`src/rtl/fetch_unit.sv`:
```
// Instruction fetch stage: owns the PC, fetches over a req/ack handshake and holds each
// word for the decoder until execute retires it, then steers to the sequential/beq/j target.
module fetch_unit #(
    parameter int unsigned           INST_WIDTH = 32,
    parameter int unsigned           ADDR_WIDTH = 32,
    parameter logic [ADDR_WIDTH-1:0] RESET_PC   = '0
) (
    input  logic                  clk,
    input  logic                  rst_n,
    output logic                  imem_req,
    output logic [ADDR_WIDTH-1:0] imem_addr,
    input  logic                  imem_ack,
    input  logic [INST_WIDTH-1:0] imem_rdata,
    output logic [INST_WIDTH-1:0] inst,
    output logic                  inst_valid,
    output logic [ADDR_WIDTH-1:0] pc,
    output logic [ADDR_WIDTH-1:0] pc_plus4,
    input  logic                  retire,
    input  logic                  beq_inst,
    input  logic                  zero,
    input  logic                  j_inst
);

    typedef enum logic [1:0] {
        StIdle,
        StFetch,
        StValid
    } state_e;

    state_e                  state_q, state_d;
    logic [ADDR_WIDTH-1:0]   pc_q, pc_d;
    logic [INST_WIDTH-1:0]   inst_q, inst_d;

    logic                    load_inst;
    logic                    take_retire;
    logic [ADDR_WIDTH-1:0]   seq_pc;
    logic [ADDR_WIDTH-1:0]   jump_target;
    logic [ADDR_WIDTH-1:0]   branch_offset;
    logic [ADDR_WIDTH-1:0]   branch_target;
    logic [ADDR_WIDTH-1:0]   next_pc;

    // State register
    always_ff @(posedge clk) begin
        if (!rst_n) begin
            state_q <= StIdle;
        end else begin
            state_q <= state_d;
        end
    end

    // Next-state logic
    always_comb begin
        state_d = state_q;
        unique case (state_q)
            StIdle:  state_d = StFetch;
            StFetch: if (imem_ack) state_d = StValid;
            StValid: if (retire) state_d = StFetch;
            default: state_d = StIdle;
        endcase
    end

    // Outputs decoded from registered state only
    always_comb begin
        imem_req   = 1'b0;
        inst_valid = 1'b0;
        unique case (state_q)
            StIdle:  ;
            StFetch: imem_req = 1'b1;
            StValid: inst_valid = 1'b1;
            default: ;
        endcase
    end

    assign load_inst   = (state_q == StFetch) && imem_ack;
    assign take_retire = (state_q == StValid) && retire;

    // Target computation assumes MIPS field layout: ADDR_WIDTH >= 29, INST_WIDTH >= 26.
    assign seq_pc        = pc_q + ADDR_WIDTH'(4);
    assign jump_target   = {seq_pc[ADDR_WIDTH-1:28], inst_q[25:0], 2'b00};
    assign branch_offset = {{(ADDR_WIDTH-18){inst_q[15]}}, inst_q[15:0], 2'b00};
    assign branch_target = seq_pc + branch_offset;

    always_comb begin
        next_pc = seq_pc;
        if (j_inst) begin
            next_pc = jump_target;
        end else if (beq_inst && zero) begin
            next_pc = branch_target;
        end
    end

    always_comb begin
        pc_d   = pc_q;
        inst_d = inst_q;
        if (load_inst) begin
            inst_d = imem_rdata;
        end
        if (take_retire) begin
            pc_d = next_pc;
        end
    end

    always_ff @(posedge clk) begin
        if (!rst_n) begin
            pc_q   <= RESET_PC;
            inst_q <= '0;
        end else begin
            pc_q   <= pc_d;
            inst_q <= inst_d;
        end
    end

    assign imem_addr = pc_q;
    assign pc        = pc_q;
    assign pc_plus4  = seq_pc;
    assign inst      = inst_q;

endmodule

```
`config.mk`:
```
export PLATFORM = sky130hd
export DESIGN_NAME = fetch_unit
export DESIGN_NICKNAME = d
export VERILOG_FILES = /design/src/rtl/fetch_unit.sv
export SDC_FILE = /design/constraint.sdc
export NUM_CORES = 1
export LEC_CHECK = 0
export ABC_CLOCK_PERIOD_IN_PS = 9100
export CAP_MARGIN = 20
export CORE_MARGIN = 4
export CORE_UTILIZATION = 35
export CTS_CLUSTER_DIAMETER = 100
export DETAILED_ROUTE_END_ITERATION = 12
export PLACE_DENSITY = 0.66
export SYNTH_ARGS = -nofsm -noshare
export SYNTH_HDL_FRONTEND = slang
export SYNTH_SLANG_ARGS = --single-unit
```
`constraint.sdc`:
```
create_clock -name clk -period 9.1 [get_ports clk]
set_input_delay 1.82 -clock clk [delete_from_list [all_inputs] [get_ports clk]]
set_output_delay 1.82 -clock clk [all_outputs]
set_load 0.005 [all_outputs]
```
==> impl_metrics.tcl, run 1 <==
set metrics [dict create \
    max_stage_delay_ps 610 \
    ant_nets 0 \
    synth_ff_type "dfxtp_1" \
    min_path_type "reg -> reg" \
    cp_cell_sequence "and4_1 -> nand3_1 -> nor2_1 -> nand2_1 -> xnor2_1 -> clkdlybuf4s50_1" \
    peakVddDrop_mv 0.0927 \
    h-tree-depth 3 \
    first_iter_violations 407 \
    total_power_w 0.000777 \
    dp_hpwl_um 13300 \
    required_ps 7280 \
    route.vias.total 5470 \
    arrival_ps 3140 \
    grt_pass1_vias 5007 \
    fp.dieH_um 132 \
    clock_skew_ps 7.73 \
    yosys_register_bits 64 \
    slowest_stage "clkdlybuf4s50_1" \
    die_w_um 132 \
    synth-edff-count 0 \
    cts_made_buffers 9 \
    start_util 0.362 \
    io_pins 169 \
    netlist_instances 697 \
    first_pass_iters 5 \
    hold_viol 0 \
    diodes 0 \
    cp-start-kind "register" \
    cts_hold_buf 0 \
    worst_pin_slew_ps 1020 \
    setup_tns_ps 0 \
    synth.distinct_cells 70 \
    drt_wl_total_um 17800 \
    grt_max_degree 62 \
    num_rows 44 \
    syn2layout_area_growth_pct 33.3 \
    fill_cells 1500 \
    synth_warnings 0 \
    syn_area_um2 5340 \
    maxCapViolations 0 \
    clk_path_buf_depth 2 \
    cts_tree "yes" \
    post-route-period-util 0.545 \
    grt_overflow 0 \
    place_congestion 0.893 \
    wl_per_cell_um 17.8 \
    clk_pin_slew_ps 50 \
    clk_latency_ps 350 \
    drc 0 \
    finalSetupViolations 0 \
    core_area_um2 14800 \
    nets 886 \
    root_buffer "clkbuf_16" \
    die-area_um2 17300 \
    slew_headroom 0.320 \
    grt_pass1_wl_um 28100 \
    p_leak_nw 2.83 \
    end_kind "output port" \
    most-common-layout-cells "clkdlybuf4s50_1, nand2_1, dfxtp_1, a21oi_1, o21ai_0" \
    power.density_nw_per_um2 109 \
    synth-seq-area-share 0.240 \
    reg2reg_slack_ps 4950 \
    crit_fanout 8 \
    crit_type "reg -> out" \
    syn_area_per_cell_um2 7.66 \
    rsz0062_at_grt "false" \
    postCtsSetupBuffers 0 \
    cts_sinks 64 \
    cts-resized-gates 0 \
    drive_above_1_share 0.0455 \
    antenna_found_initial 0 \
    multi_input_area_um2 3640 \
    slew_viol_final 0 \
    numPortBuffers 162 \
    grt_usage 0.200 \
    async_flop_share 0 \
    period_needed_ps 4960 \
    status "finished, final reports clean" \
    fmax_ghz 0.202 \
    via_per_inst 5.48 \
    final_common_cell "clkdlybuf4s50_1" \
    seq_area_um2 1280 \
]
-- cells in the mapped netlist (3+ instances only) --
master | count | area (µm²)
nand2_1 | 134 | 503
dfxtp_1 | 64 | 1280
a21oi_1 | 47 | 235
o21ai_0 | 38 | 190
buf_4 | 36 | 270
ha_1 | 36 | 450
nor2_1 | 36 | 135
a21boi_0 | 34 | 255
xnor2_1 | 32 | 280
clkbuf_1 | 29 | 109
nand3_1 | 20 | 100
a21o_1 | 19 | 143
xor2_1 | 19 | 166
nand4_1 | 10 | 62.6
nor2b_1 | 10 | 62.6
o21a_1 | 8 | 60.1
o221ai_1 | 8 | 70.1
and2_1 | 6 | 37.5
and3_1 | 6 | 37.5
nor3_1 | 6 | 30.0
o21bai_1 | 6 | 45.0
o31ai_1 | 6 | 45.0
a211oi_1 | 4 | 30.0
a311oi_1 | 4 | 35.0
a31oi_1 | 4 | 25.0
a32oi_1 | 4 | 35.0
and4_1 | 4 | 35.0
inv_1 | 4 | 15.0
nand2b_1 | 4 | 25.0
o22ai_1 | 4 | 25.0
a22oi_1 | 3 | 22.5
-- stage by stage --
step	instances	utilization	worst slack, ps	instance area, µm²	hold WS [ps]
floorplan	702	-	5550	5360	460
global placement	983	0.462	4250	6820	452
detailed placement	983	0.462	4190	6820	457
CTS	998	0.482	4160	7120	464
global route	998	0.482	3970	7120	481
finish	998	0.482	4140	7120	458
-- worst max-delay path: cells and delay by family (launching register included) --
| kind | cells | cell delay (ps) |
|---|---|---|
| DFF | 1 | 470 |
| buffers and inverters | 1 | 610 |
| and+or+nand+nor | 4 | 1240 |
| xor gates and xnor gates | 1 | 470 |
-- state kept, by name (all words and copies together) (netlist names) --
signal     flops
inst          32
state_q        2
imem_addr     30
-- cell families after synthesis --
kind of cell,after synthesis,synth area share
adders and majority gates,37,0.0881
other,1,0.000702
AOI/OAI and AO/OA,211,0.266
xor gates and xnor gates,52,0.0888
muxes,4,0.00797
DFF,64,0.240
buffers and inverters,74,0.0827
and+or+nand+nor,254,0.226
-- path summary, 6_finish.rpt --
check | to | cells past startpoint | from
min | inst[30]$_SDFFE_PN0P_ | 2 | inst[30]$_SDFFE_PN0P_
max reg2reg | imem_addr[27]$_SDFFE_PN0P_ | 13 | imem_addr[7]$_SDFFE_PN0P_
min reg2reg | inst[30]$_SDFFE_PN0P_ | 2 | inst[30]$_SDFFE_PN0P_
max | pc_plus4[23] | 6 | imem_addr[7]$_SDFFE_PN0P_
-- power by group --
part           total [W]  leakage, nW  switching [W]  internal [W]
combinational   0.000121         2.16      0.0000613     0.0000599
sequential      0.000302        0.519      0.0000118      0.000290
clock           0.000354        0.146       0.000128      0.000226
-- area by class of cell --
type                       count  share of cell area
clock buffer                  13              0.0366
tap                          184              0.0323
inverter                       4             0.00211
multi-input combinational    564               0.511
timing repair buffer         167               0.232
sequential                    64               0.180
clock inverter                 2             0.00545
-- per-layer routing --
| layer | vias up | share of wire | GRT usage |
|---|---|---|---|
| met4 | 0 | 0.012 | 0.0420 |
| met2 | 221 | 0.42 | 0.299 |
| met3 | 20 | 0.10 | 0.0730 |
| met5 | - | 0 | 0 |
| met1 | 2549 | 0.46 | 0.277 |
| li1 | 2680 | - | - |
Power figures use the tool's default switching activity.
==> run 2, diff against run 1 <==
Settings changed: ABC_CLOCK_PERIOD_IN_PS 9100 to 4800.
Clock period 9.1 ns to 4.8 ns, I/O delays scaled along.
==> run 2 against run 1 <==
Net effect:
- power is 98% higher
- cell area up 0.86%
- die area did not move
- final cell count rose by 0.50%
- global-route usage increased by 0.42 points
- non-clock buffer count grew 4
- clock-buffer cell count is 3 lower
- critical endpoint is now imem_addr[27]$_SDFFE_PN0P_
- worst setup slack worse by 3400 ps
- utilization increased by 0.42 points
==> impl_metrics.tcl, run 2 (synthesis results as in run 1) <==
set metrics [dict create \
    status "finished, final reports clean" \
    holdPathEnd "inst[27]$_SDFFE_PN0P_" \
    diodes 0 \
    drc 0 \
    max_stage_delay_ps 460 \
    numPortBuffers 162 \
    drt_wl_total_um 18200 \
    first_pass_iters 4 \
    hold_viol 0 \
    wl_per_cell_um 18.1 \
    end_kind "register" \
    start_util 0.362 \
    grt_pass1_vias 5225 \
    route.vias.total 5508 \
    cts_sinks 64 \
    largest_register_ffs 32 \
    clk_latency_ps 350 \
    crit_type "reg -> reg" \
    clk_path_buf_depth 2 \
    cts_hold_buf 0 \
    instances_no_fill 1003 \
    cts_made_buffers 9 \
    grt_usage 0.204 \
    min_path_type "reg -> reg" \
    slew_headroom 0.297 \
    fp.dieH_um 132 \
    arrival_ps 4300 \
    first_iter_violations 382 \
    final_common_cell "clkdlybuf4s50_1" \
    io_pins 169 \
    drive_above_1_share 0.0537 \
    rsz0062_at_grt "false" \
    setup_tns_ps 0 \
    ant_nets 0 \
    syn2layout_area_growth_pct 34.4 \
    clk_pin_slew_ps 60 \
    postCtsSetupBuffers 0 \
    power.share.sequential 0.374 \
    grt_overflow 0 \
    finalSetupViolations 0 \
    grt_pass1_wl_um 28800 \
    num_rows 44 \
    r2r-end "imem_addr[27]$_SDFFE_PN0P_" \
    slowest_stage "dfxtp_1" \
    period_needed_ps 4070 \
    fmax_ghz 0.246 \
    swShare 0.261 \
    most-common-layout-cells "clkdlybuf4s50_1, nand2_1, dfxtp_1, a21oi_1, o21ai_0" \
    p_int_w 0.00113 \
    antenna_found_initial 0 \
    dp_hpwl_um 13700 \
    slew_viol_final 0 \
    crit_fanout 8 \
    via_per_inst 5.49 \
    worst_pin_slew_ps 1050 \
    timing.hold.worst_path_depth 2 \
    cp-start-kind "register" \
    die_w_um 132 \
    core_area_um2 14800 \
    hold_start "inst[27]$_SDFFE_PN0P_" \
    clock_skew_ps 8.46 \
    required_ps 5030 \
    power_switching_w 0.000401 \
    die-area_um2 17300 \
    cts_tree "yes" \
    grt_max_degree 39 \
    place_congestion 0.935 \
    cp_cell_sequence "and4_1 -> nand3_1 -> nor2_1 -> nand3_1 -> xnor2_1 -> ha_1 -> nor3b_1 -> o31a_1 -> or3_1 -> a31oi_1 -> o31ai_1 -> xnor2_1 -> o2bb2ai_1" \
    maxCapViolations 0 \
    cts-resized-gates 0 \
    h-tree-depth 3 \
    reg2reg_slack_ps 730 \
    root_buffer "clkbuf_16" \
    nets 890 \
    p_comb_frac 0.149 \
    r2r-start "imem_addr[7]$_SDFFE_PN0P_" \
    rr_worst_depth 13 \
    clockPowerShare 0.478 \
    peakVddDrop_mv 0.199 \
    power.density_nw_per_um2 214 \
    post-route-period-util 0.848 \
    place_inst 987 \
    p_leak_nw 2.86 \
]
run 2: changes by cell type in the layout (fill, tap and decap cells not counted):
| cell | change |
|---|---|
| inv_6 | +1 |
| clkinv_4 | +1 |
| buf_4 | +4 |
| bufinv_16 | +1 |
| clkbuf_8 | -1 |
| clkinv_2 | +1 |
| clkbuf_1 | -2 |
run 2: worst max-delay path by stage:
stage / from / to / slack, ps / cells past startpoint
after CTS: imem_addr[7]$_SDFFE_PN0P_ / pc_plus4[21] / 790 / 6
after floorplan: imem_addr[2]$_SDFFE_PN0P_ / imem_addr[29]$_SDFFE_PN0P_ / 1390 / 14
after global routing: imem_addr[7]$_SDFFE_PN0P_ / imem_addr[27]$_SDFFE_PN0P_ / 460 / 13
final: imem_addr[7]$_SDFFE_PN0P_ / imem_addr[27]$_SDFFE_PN0P_ / 730 / 13
after global placement: imem_addr[9]$_SDFFE_PN0P_ / imem_addr[27]$_SDFFE_PN0P_ / 900 / 13
after detailed placement: imem_addr[7]$_SDFFE_PN0P_ / imem_addr[27]$_SDFFE_PN0P_ / 880 / 13
run 2: per-layer routing:
metal | vias up | share of wire | GRT usage
met5 | - | 0 | 0
met4 | 0 | 0.010 | 0.0455
met3 | 17 | 0.091 | 0.0696
met2 | 225 | 0.44 | 0.317
met1 | 2566 | 0.46 | 0.276
li1 | 2700 | - | -
run 2: cell type report:
type / instances / area, µm²
clock buffer: 10 / 239
clock inverter: 6 / 91.3
fill: 1456 / 7570
inverter: 4 / 15.0
multi-input combinational: 564 / 3640
sequential: 64 / 1280
tap: 184 / 230
timing repair buffer: 171 / 1680
run 2: through the flow:
stage,area [µm²],worst slack [ps],utilization,hold WS [ps],total power [W]
after global placement,6850,903,0.464,450,0.000813
after detailed placement,6850,882,0.464,458,0.000813
after CTS,7180,792,0.487,465,0.00155
after global routing,7180,456,0.487,490,0.00160
after floorplan,5360,1390,-,460,0.000701
final,7180,730,0.487,460,0.00154
run 2: power groups by stage:
stage               Clock (W)  Combinational (W)  Sequential [W]
floorplan                   0           0.000123        0.000579
global placement            0           0.000228        0.000585
detailed placement          0           0.000227        0.000585
CTS                  0.000747           0.000229        0.000574
global route         0.000770           0.000252        0.000577
finish               0.000734           0.000228        0.000574
run 2: worst max-delay path: cells and delay by family (launching register included):
kind | cells | cell delay (ps)
AO/OA/AOI/OAI | 4 | 790
flip-flops | 1 | 460
adder cells (fa/ha/maj) | 1 | 390
XOR/XNOR | 2 | 620
AND/OR/NAND/NOR | 6 | 1680
==> run 3, diff against run 2 <==
Settings changed: ABC_CLOCK_PERIOD_IN_PS 4800 to 3300, PLACE_DENSITY 0.66 to 0.69.
Clock period 4.8 ns to 3.3 ns, I/O delays scaled along.
==> run 3 against run 2 <==
Net effect:
- cell area up 14%
- clock-buffer cell count up 2
- non-clock buffer count up 107
- routed wire length up 9.2%
- combinational power up 68%
- clock power up 34%
- die area unchanged
==> impl_metrics.tcl, run 3 (synthesis results as in run 1) <==
set metrics [dict create \
    final_util 0.555 \
    cts_sinks 64 \
    cts_made_buffers 9 \
    timing.hold.worst_path_depth 2 \
    drc 0 \
    crit_start "imem_addr[9]$_SDFFE_PN0P_" \
    first_iter_violations 519 \
    finalSetupViolations 0 \
    fmax_ghz 0.310 \
    grt_usage 0.220 \
    grt_overflow 0 \
    final_common_cell "clkdlybuf4s50_1" \
    crit_type "reg -> out" \
    largest_register_ffs 32 \
    clk_path_buf_depth 2 \
    antenna_found_initial 0 \
    maxCapViolations 0 \
    cts_tree "yes" \
    cts_hold_buf 0 \
    grt_pass1_vias 5721 \
    slew_viol_final 0 \
    end_kind "output port" \
    power.density_nw_per_um2 269 \
    h-tree-depth 3 \
    reg2reg_slack_ps 110 \
    first_pass_iters 5 \
    p_comb_frac 0.175 \
    r2r-start "imem_addr[6]$_SDFFE_PN0P_" \
    dp_hpwl_um 15200 \
    place_congestion 0.942 \
    drive_above_1_share 0.212 \
    io_pins 169 \
    peakVddDrop_mv 0.329 \
    required_ps 2640 \
    rsz0062_at_grt "true" \
    diodes 0 \
    clk_pin_slew_ps 60 \
    die-area_um2 17300 \
    fp.dieH_um 132 \
    min_path_type "reg -> reg" \
    numPortBuffers 162 \
    syn2layout_area_growth_pct 53.2 \
    root_buffer "clkbuf_16" \
    rr_worst_depth 14 \
    nets 997 \
    hold_viol 0 \
    cp-start-kind "register" \
    arrival_ps 2560 \
    fill_cells 1366 \
    route.vias.total 5956 \
    slew_headroom 0.456 \
    power_switching_w 0.000594 \
    crit_fanout 4 \
    die_w_um 132 \
    clock_skew_ps 5.33 \
    clockPowerShare 0.448 \
    worst_pin_slew_ps 813 \
    start_util 0.362 \
    clk_latency_ps 350 \
    p_int_w 0.00160 \
    slowest_stage "clkdlybuf4s50_1" \
    drt_wl_total_um 19900 \
    status "finished, final reports clean" \
    grt_pass1_wl_um 30900 \
    whs_ps 461 \
    r2r-end "imem_addr[30]$_SDFFE_PN0P_" \
    most-common-layout-cells "clkdlybuf4s50_1, nand2_1, buf_4, dfxtp_1, a21oi_1" \
    wl_per_cell_um 17.9 \
    swShare 0.270 \
    period_needed_ps 3220 \
    cp_cell_sequence "and4_4 -> nand3_1 -> buf_6 -> buf_4 -> nor3_4 -> buf_6 -> nand2_1 -> xnor2_2 -> buf_4 -> clkdlybuf4s50_1" \
    ant_nets 0 \
    num_rows 44 \
    p_leak_nw 3.53 \
    endpoint "pc_plus4[25]" \
    post-route-period-util 0.976 \
    grt_max_degree 34 \
    max_stage_delay_ps 490 \
    via_per_inst 5.37 \
    total_power_w 0.00220 \
    core_area_um2 14800 \
    power.share.sequential 0.377 \
]
## run 3: routing by layer
layer,part of all wire,track usage,up-vias
li1,-,-,2907
met1,0.44,0.296,2739
met2,0.43,0.330,273
met3,0.11,0.0734,37
met4,0.023,0.0758,0
met5,0,0,-
## run 3: per-stage QoR
step           setup TNS [ps]  cell area [µm²]  instances  setup slack, ps
2_1_floorplan           -17.4             5390        702            -17.4
3_3_place_gp            -13.1             7620       1085            -13.1
3_5_place_dp            -27.8             7620       1085            -21.3
4_1_cts                 -54.0             7960       1103            -35.0
5_1_grt                  -160             8180       1110            -44.2
6_report                    0             8180       1110             78.9
## run 3: worst min path at each step
stage,slack (ps),to,from
floorplan,460,inst[26]$_SDFFE_PN0P_,inst[26]$_SDFFE_PN0P_
global placement,450,inst[26]$_SDFFE_PN0P_,inst[26]$_SDFFE_PN0P_
detailed placement,460,inst[27]$_SDFFE_PN0P_,inst[27]$_SDFFE_PN0P_
CTS,460,inst[27]$_SDFFE_PN0P_,inst[27]$_SDFFE_PN0P_
global route,480,inst[15]$_SDFFE_PN0P_,inst[15]$_SDFFE_PN0P_
finish,460,inst[29]$_SDFFE_PN0P_,inst[29]$_SDFFE_PN0P_
## run 3: critical path, delay by kind of cell (launching register included)
| family | cells | cell delay [ps] |
|---|---|---|
| flip-flops | 1 | 350 |
| AND/OR/NAND/NOR | 4 | 560 |
| buffers and inverters | 5 | 1070 |
| XOR/XNOR | 1 | 230 |
## run 3: cell type report
cell class                 count  area [µm²]  area share
inverter                       4        15.0     0.00183
multi-input combinational    564        3850       0.470
clock inverter                 4        53.8     0.00657
clock buffer                  12         246      0.0301
timing repair buffer         278        2500       0.305
sequential                    64        1290       0.158
tap                          184         230      0.0281
## run 3: power by group through the flow
| stage | combinational, W | sequential [W] | clock, W |
|---|---|---|---|
| floorplan | 0.000179 | 0.000842 | 0 |
| global placement | 0.000374 | 0.000843 | 0 |
| detailed placement | 0.000375 | 0.000844 | 0 |
| CTS | 0.000378 | 0.000827 | 0.00100 |
| global route | 0.000419 | 0.000831 | 0.00103 |
| finish | 0.000384 | 0.000828 | 0.000985 |
## run 3: what timing repair did
action / in CTS / in global routing
endpoints found under the setup margin: 10 / 20
setup buffers: 2 / 7
pin swaps: 8 / 29
resized for setup: 7 / 49
